[src/rtl/bcd_rtc_core.sv]
// BCD hh:mm:ss time-of-day counter with seconds prescaler, 12/24h format, validated load and carry strobes.
// Optional alarm comparator enabled by defining RTC_ALARM_EN.
module bcd_rtc_core #(
  parameter int CLK_PER_SEC = 4,
  parameter int TWELVE_HOUR = 0,
  parameter int PRESC_W     = 32
) (
  input  logic        d_clk,
  input  logic        rst_n,
  input  logic        en,
  input  logic        set,
  input  logic [7:0]  set_hour,
  input  logic [7:0]  set_min,
  input  logic [7:0]  set_sec,
  input  logic        set_pm,
`ifdef RTC_ALARM_EN
  input  logic        alarm_set,
  input  logic [7:0]  alarm_hour,
  input  logic [7:0]  alarm_min,
  input  logic        alarm_pm,
  output logic        alarm_hit,
`endif
  output logic        set_ack,
  output logic        set_err,
  output logic [7:0]  real_hour,
  output logic [7:0]  real_min,
  output logic [7:0]  real_sec,
  output logic        pm,
  output logic [23:0] full_time,
  output logic        sec_tick,
  output logic        min_carry,
  output logic        day_carry
);

  localparam logic [PRESC_W-1:0] TERM       = PRESC_W'(CLK_PER_SEC - 1);
  localparam logic [7:0]         RESET_HOUR = (TWELVE_HOUR != 0) ? 8'h12 : 8'h00;

  logic [PRESC_W-1:0] presc;
  logic               tick;
  logic               load;
  logic               sec_wrap;
  logic               min_wrap;
  logic               day_wrap;
  logic [7:0]         nxt_sec;
  logic [7:0]         nxt_min;
  logic [7:0]         nxt_hour;
  logic               nxt_pm;

  function automatic logic [7:0] bcd_inc(input logic [7:0] v);
    if (v[3:0] == 4'd9) return {v[7:4] + 4'd1, 4'd0};
    else                return {v[7:4], v[3:0] + 4'd1};
  endfunction

  function automatic logic valid_ms(input logic [7:0] v);
    return (v[7:4] <= 4'd5) && (v[3:0] <= 4'd9);
  endfunction

  function automatic logic valid_hour(input logic [7:0] v);
    if (TWELVE_HOUR != 0)
      return ((v[7:4] == 4'd0) && (v[3:0] >= 4'd1) && (v[3:0] <= 4'd9)) ||
             ((v[7:4] == 4'd1) && (v[3:0] <= 4'd2));
    else
      return ((v[7:4] <= 4'd1) && (v[3:0] <= 4'd9)) ||
             ((v[7:4] == 4'd2) && (v[3:0] <= 4'd3));
  endfunction

  assign tick      = en && (presc == TERM);
  assign load      = set && valid_hour(set_hour) && valid_ms(set_min) && valid_ms(set_sec);
  assign full_time = {real_hour, real_min, real_sec};

  // Successor time for a second advance; only committed when tick wins over load.
  always_comb begin
    sec_wrap = (real_sec == 8'h59);
    min_wrap = sec_wrap && (real_min == 8'h59);
    nxt_sec  = sec_wrap ? 8'h00 : bcd_inc(real_sec);
    nxt_min  = real_min;
    nxt_hour = real_hour;
    nxt_pm   = pm;
    day_wrap = 1'b0;
    if (sec_wrap) nxt_min = min_wrap ? 8'h00 : bcd_inc(real_min);
    if (min_wrap) begin
      if (TWELVE_HOUR != 0) begin
        if (real_hour == 8'h11) begin
          nxt_hour = 8'h12;
          nxt_pm   = ~pm;
          day_wrap = pm;
        end else if (real_hour == 8'h12) begin
          nxt_hour = 8'h01;
        end else begin
          nxt_hour = bcd_inc(real_hour);
        end
      end else if (real_hour == 8'h23) begin
        nxt_hour = 8'h00;
        day_wrap = 1'b1;
      end else begin
        nxt_hour = bcd_inc(real_hour);
      end
    end
  end

  always_ff @(posedge d_clk) begin
    if (!rst_n) begin
      presc     <= '0;
      real_sec  <= 8'h00;
      real_min  <= 8'h00;
      real_hour <= RESET_HOUR;
      pm        <= 1'b0;
      set_ack   <= 1'b0;
      set_err   <= 1'b0;
      sec_tick  <= 1'b0;
      min_carry <= 1'b0;
      day_carry <= 1'b0;
    end else begin
      set_ack   <= 1'b0;
      set_err   <= 1'b0;
      sec_tick  <= 1'b0;
      min_carry <= 1'b0;
      day_carry <= 1'b0;
      if (load) begin
        // A coincident tick is dropped so the loaded time starts a fresh second.
        real_hour <= set_hour;
        real_min  <= set_min;
        real_sec  <= set_sec;
        pm        <= (TWELVE_HOUR != 0) && set_pm;
        presc     <= '0;
        set_ack   <= 1'b1;
      end else begin
        if (set) set_err <= 1'b1;
        if (tick) begin
          presc     <= '0;
          real_sec  <= nxt_sec;
          real_min  <= nxt_min;
          real_hour <= nxt_hour;
          pm        <= nxt_pm;
          sec_tick  <= 1'b1;
          min_carry <= sec_wrap;
          day_carry <= day_wrap;
        end else if (en) begin
          presc <= presc + 1'b1;
        end
      end
    end
  end

`ifdef RTC_ALARM_EN
  logic [7:0] alarm_h;
  logic [7:0] alarm_m;
  logic       alarm_p;
  logic       alarm_armed;

  always_ff @(posedge d_clk) begin
    if (!rst_n) begin
      alarm_h     <= 8'h00;
      alarm_m     <= 8'h00;
      alarm_p     <= 1'b0;
      alarm_armed <= 1'b0;
      alarm_hit   <= 1'b0;
    end else begin
      alarm_hit <= tick && !load && alarm_armed && (nxt_sec == 8'h00) &&
                   (nxt_min == alarm_m) && (nxt_hour == alarm_h) &&
                   ((TWELVE_HOUR == 0) || (nxt_pm == alarm_p));
      if (alarm_set && valid_hour(alarm_hour) && valid_ms(alarm_min)) begin
        alarm_h     <= alarm_hour;
        alarm_m     <= alarm_min;
        alarm_p     <= (TWELVE_HOUR != 0) && alarm_pm;
        alarm_armed <= 1'b1;
      end
    end
  end
`endif

endmodule

[config.mk]
export PLATFORM = sky130hd
export DESIGN_NAME = bcd_rtc_core
export DESIGN_NICKNAME = d
export VERILOG_FILES = /design/src/rtl/bcd_rtc_core.sv
export SDC_FILE = /design/constraint.sdc
export NUM_CORES = 1
export LEC_CHECK = 0
export CAP_MARGIN = 20
export CORE_MARGIN = 2
export CORE_UTILIZATION = 40
export DETAILED_ROUTE_END_ITERATION = 8
export HOLD_SLACK_MARGIN = 0.08
export PLACE_DENSITY = 0.67
export SYNTH_ARGS = -nofsm -noshare
export SYNTH_HDL_FRONTEND = slang
export SYNTH_SLANG_ARGS = --single-unit
[constraint.sdc]
create_clock -name d_clk -period 2.8 [get_ports d_clk]
set_input_delay 0.56 -clock d_clk [delete_from_list [all_inputs] [get_ports d_clk]]
set_output_delay 0.56 -clock d_clk [all_outputs]
set_load 0.1 [all_outputs]
==> run_results.csv, run 1 <==
group,metric,value,unit
status,outcome,"complete, no violations",
final_layout,final_cell_mix,"buf_4 (69), dfxtp_1 (58), nor2_1 (48)",
route,ant_nets,0,
clocking,htreeDepth,3,
logic_synthesis,synth_seq_area_share,35.30,%
logic_synthesis,syn_nets,436,
floorplan,boundaryPins,83,
global_routing,grt_pass1_wl,14.66,mm
global_routing,grt_max_degree,33,
logic_synthesis,yosysWarnings,0,
setup_path,worstPathMaxFanout,9,
floorplan,rows,33,
timing,tightest_slew,0.5093,ns
final_layout,final_nets,500,
placed_design,pre_cts_ws,-0.009009,ns
floorplan,core,8299,um^2
route,vias_per_cell,5.566,
final_layout,multi_input_area,1871,um^2
logic_synthesis,synthCells,398,
setup_path,critPathKind,"flop to flop",
timing,fin_skew,0.01201,ns
timing,slew-limit-headroom,65.57,%
timing,hold_slack,0.5071,ns
logic_synthesis,yosysTopAreaCell,"dfxtp_1",
global_routing,grt_usage,18.92,%
timing,period_share,88.26,%
placed_design,post_dp_cell_area,4080,um^2
route,first_pass_iters,6,
placed_design,dp_hpwl,6.403,mm
placed_design,port_buffers,80,
setup_path,path_cells,"inv_1 -> ha_1 -> and3b_1 -> nand4_1 -> or4b_1 -> or3_1 -> a21oi_1",
logic_synthesis,async_flop_share,0,%
global_routing,grt_overflow,0,
logic_synthesis,avgSynthCellArea,8.692,um^2
clocking,clkTransAtPathRegs,0.07,ns
clocking,cts_tree,"built",
clocking,cts-buffers-inserted,9,
route,drtIter0Drc,131,
power_and_ir_drop,ir_drop,0.3436,mV
clocking,post_cts_buffers,0,
clocking,cts.path.max_buffers,2,
power_and_ir_drop,leakagePower,1.621,nW
timing,hold_viol_final,0,
logic_synthesis,ys_ff_latch,61,
final_layout,seqCellArea,1225,um^2
setup_path,worstSetupEndpointType,"flop",
timing,maxSlewViolCount,0,
floorplan,die_w,97,um
setup_path,slowest_stage,"or4b_1",
final_layout,final_util,51.67,%
route,routedWlPerCell,15.30,um
timing,fin_crit,2.471,ns
final_layout,n_fill_cell,803,
logic_synthesis,syn-cell-area,3460,um^2
clocking,ctsHoldBuffers,0,
final_layout,drive_gt1_share,22.48,%
placed_design,gp_congestion,0.8379,
logic_synthesis,ys.flop_type,"dfxtp_1",
route,vias,3184,
timing,rsz0062_at_grt,"no",
timing,setup_violations,0,
power_and_ir_drop,power_density,431.4,nW/um^2
clocking,cts_resized,0,
floorplan,initial_core_util,41.69,%
final_layout,synthToLayoutAreaGrowth,23.94,%
clocking,cts.sinks,61,
final_layout,final_area,4288,um^2
min_path,hold_path_class,"flop to flop",
logic_synthesis,synth_edf_count,0,
floorplan,die_h,97,um
route,wirelength,8.753,mm
setup_path,critical_path.max_stage_delay,0.62,ns
timing,fmax,404.7,MHz
setup_path,crit_required,3.08,ns
clocking,root_buffer,"clkbuf_8",
logic_synthesis,synth_area_leaders,"dfxtp_1 (35%), xor2_1 (5.8%), buf_4 (5.6%)",
run,drv_cap,0,
final_layout,final_common_cell,"buf_4",
setup_path,worstSetupStartpointType,"flop",
route,drc,0,
final_layout,diodes,0,
timing,tns,0,ns
floorplan,dieArea,9409,um^2
setup_path,arrival,2.75,ns
logic_synthesis,ys_types,59,
timing,setup_ws,0.3287,ns
clocking,insertion_delay,0.34,ns
logic_synthesis,yosys.area.top_type_share,35.30,%
global_routing,grt_pass1_vias,3016,
global_routing,antenna_found_initial,0,
kinds of logic after synthesis:
logic type | Yosys count | synth area share [%]
DFF | 61 | 35.30
xor gates and xnor gates | 34 | 8.607
adders and majority gates | 9 | 3.255
other | 1 | 0.1084
and+or+nand+nor | 169 | 28.39
muxes | 4 | 1.157
buffers and inverters | 56 | 10.63
AOI/OAI and AO/OA | 64 | 12.55
worst max-delay path: cells and delay by family (launching register included):
family          cells  cell delay (ns)
compound gates      1             0.14
buf+inv             1             0.08
simple gates        4             1.69
flops               1             0.36
fa+ha+maj           1             0.14
worst paths after layout:
path	startpoint	to	slack (ns)	cells past startpoint
hold / removal	presc[31]	presc[31]	0.51	2
setup / recovery	real_sec[5]	real_hour[6]	0.33	7
setup reg to reg	real_sec[5]	real_hour[6]	0.33	7
hold reg to reg	presc[31]	presc[31]	0.51	2
metrics by stage:
step	instances	power, mW
6_report	572	1.850
5_1_grt	572	1.915
4_1_cts	572	1.877
3_5_place_dp	556	1.024
3_3_place_gp	556	1.024
2_1_floorplan	398	0.9592
cell usage after synthesis (7+ instances only):
library cell,n
o21ai_0,20
xnor2_1,11
nor2_1,48
inv_1,12
nor4_2,7
nand3_1,19
clkbuf_1,12
ha_1,9
buf_4,26
dfxtp_1,61
xor2_1,23
nor3_1,7
nand4_1,21
a21oi_1,8
nand2_1,20
flip-flops by register name, summed over array words and instances, names as in the netlist:
| name | flops |
|---|---|
| presc | 32 |
| real_hour | 8 |
| real_min | 8 |
| real_sec | 8 |
| day_carry | 1 |
| min_carry | 1 |
| sec_tick | 1 |
| set_ack | 1 |
| set_err | 1 |
layout make-up:
| cell class | count | share of cell area (%) |
|---|---|---|
| clock buffer | 12 | 3.151 |
| multi-input combinational | 281 | 43.62 |
| inverter | 12 | 1.050 |
| sequential | 61 | 28.57 |
| tap | 105 | 3.064 |
| clock inverter | 4 | 1.692 |
| timing repair buffer | 97 | 18.85 |
metal layers:
layer / wire, um / up-vias / track usage, %
met5: 0 / - / 0
met4: 104 / 0 / 6.609
met3: 568 / 11 / 4.841
met2: 4286 / 103 / 31.89
met1: 3793 / 1523 / 23.40
li1: - / 1547 / -
power by group:
part | switching, mW | internal [mW]
registers | 0.00584 | 0.873
logic | 0.0701 | 0.0562
clock network | 0.344 | 0.501
total | 0.420 | 1.43
No activity file was read; power rests on OpenSTA's default activity.
==> inputs of run 2 (changes only) <==
CORE_MARGIN = 5   (was 2)
clock period = 2.3 ns   (was 2.8 ns; I/O delays follow)
==> run_results.csv, run 2 (synthesized netlist as in run 1, its figures left out) <==
group,metric,value,unit
status,outcome,"complete, no violations",
setup_path,path_buf_inv,1,
run,drv_cap,0,
final_layout,n_fill_cell,812,
global_routing,grt_overflow,0,
placed_design,dp_cells,582,
route,vias,3258,
global_routing,met1_usage,21.06,%
floorplan,initial_core_util,40.26,%
timing,period_share,97.31,%
global_routing,met3_usage,3.315,%
final_layout,diodes,0,
final_layout,synthToLayoutAreaGrowth,31.79,%
global_routing,grtUsageMet2,29.35,%
min_path,hold_path_class,"flop to flop",
timing,fin_skew,0.01432,ns
timing,fin_crit,2.238,ns
power_and_ir_drop,swShare,25.91,%
final_layout,final_cells,599,
placed_design,dp_hpwl,6.766,mm
timing,rsz0062_at_grt,"no",
setup_path,critical_path.max_stage_delay,0.58,ns
power_and_ir_drop,switchingPower,0.5295,mW
route,first_pass_iters,4,
global_routing,grt_busiest_layer,"met2",
setup_path,worstPathMaxFanout,5,
power_and_ir_drop,leakagePower,1.763,nW
final_layout,final_nets,524,
global_routing,grt_pass1_vias,3096,
route,routedWlPerCell,15.42,um
floorplan,core,8593,um^2
power_and_ir_drop,combPwrFrac,8.2,%
floorplan,dieArea,10610,um^2
clocking,clkTransAtPathRegs,0.08,ns
timing,maxSlewViolCount,0,
timing,slew-limit-headroom,62.20,%
final_layout,largest_reg_flops,32,
final_layout,multi_input_area,1946,um^2
timing,hold_viol_final,0,
power_and_ir_drop,power_frac_seq,51.9,%
setup_path,path_cells,"inv_1 -> ha_4 -> and3b_1 -> nand4_1 -> or4b_4 -> or3_1 -> a21oi_1",
floorplan,die_h,103,um
setup_path,slowest_stage,"or4b_4",
route,ant_nets,0,
setup_path,arrival,2.52,ns
power_and_ir_drop,total_power,2.043,mW
timing,setup_violations,0,
setup_path,critPathKind,"flop to flop",
final_layout,final_cell_mix,"buf_4 (92), nor2_1 (48), dfxtp_1 (39)",
power_and_ir_drop,ir_drop,0.2825,mV
final_layout,drive_gt1_share,32.38,%
clocking,root_buffer,"clkbuf_8",
setup_path,worstSetupEndpointType,"flop",
global_routing,grt_usage,17.33,%
global_routing,antenna_found_initial,0,
route,drc,0,
power_and_ir_drop,p_int,1.514,mW
floorplan,rows,34,
placed_design,gp_congestion,0.8357,
clocking,cts.sinks,61,
timing,tightest_slew,0.5591,ns
power_and_ir_drop,power_density,448.2,nW/um^2
setup_path,worstSetupStartpointType,"flop",
clocking,insertion_delay,0.34,ns
floorplan,boundaryPins,83,
timing,fmax,446.8,MHz
clocking,cts.path.max_buffers,2,
power_and_ir_drop,p_clk_share,39.9,%
placed_design,port_buffers,80,
route,wirelength,9.238,mm
clocking,cts_tree,"built",
route,drtIter0Drc,76,
clocking,htreeDepth,3,
final_layout,final_common_cell,"buf_4",
setup_path,crit_required,2.58,ns
setup_path,crit_family,"simple AND/OR/NAND/NOR gates",
final_layout,largest_register,"presc",
final_layout,seqCellArea,1271,um^2
route,vias_per_cell,5.439,
global_routing,grt_max_degree,33,
floorplan,die_w,103,um
clocking,cts-buffers-inserted,9,
global_routing,grt_pass1_wl,14.48,mm
final_layout,final_util,53.06,%
[run 2: through the flow]
stage	setup TNS, ns	hold WS [ns]	setup WS (ns)	cell area, um^2
5_1_grt	0	0.5254	0.004992	4559
3_3_place_gp	-2.886	0.4823	-0.3738	4338
4_1_cts	0	0.5064	0.006025	4501
2_1_floorplan	-0.06597	0.4683	-0.06597	3527
3_5_place_dp	-3.179	0.4968	-0.4029	4338
6_report	0	0.5048	0.06198	4559
[run 2: per-layer routing]
| metal | vias to the layer above | routed length [um] |
|---|---|---|
| li1 | 1596 | - |
| met1 | 1544 | 4034 |
| met3 | 15 | 605 |
| met2 | 103 | 4439 |
| met5 | - | 0 |
| met4 | 0 | 159 |
[run 2: path summary, 6_finish.rpt]
path                                   from  slack, ns  cells past startpoint           end
worst min-delay path              presc[31]       0.50                      2     presc[31]
worst max register to register  real_min[1]       0.06                      7  real_hour[6]
worst max-delay path            real_min[1]       0.06                      7  real_hour[6]
worst min register to register    presc[31]       0.50                      2     presc[31]
[run 2: timing repair]
item	in CTS	in global routing
setup endpoints to repair	3	6
pin swaps	1	6
hold buffers	0	0
gates resized for setup	1	12
buffers inserted	0	1
[run 2: worst register-to-register path, cell delays in order, from the launching register on]
cell	delay (ns)
dfxtp_4	0.36
inv_1	0.10
ha_4	0.13
and3b_1	0.26
nand4_1	0.29
or4b_4	0.58
or3_1	0.32
a21oi_1	0.13
[run 2: layout make-up]
cell class	count	share of cell area, %
Sequential cell	61	27.88
Clock buffer	11	2.881
Multi-Input combinational cell	281	42.67
Timing Repair Buffer	121	22.01
Inverter	12	0.9879
Tap cell	108	2.964
Clock inverter	5	0.6037
[run 2: power groups by stage]
| stage | Combinational, mW | Sequential [mW] | Clock, mW |
|---|---|---|---|
| after floorplan | 0.0595 | 1.10 | 0 |
| after global placement | 0.164 | 1.08 | 0 |
| after CTS | 0.166 | 1.06 | 0.840 |
| final | 0.167 | 1.06 | 0.816 |
| after detailed placement | 0.165 | 1.08 | 0 |
| after global routing | 0.179 | 1.06 | 0.898 |
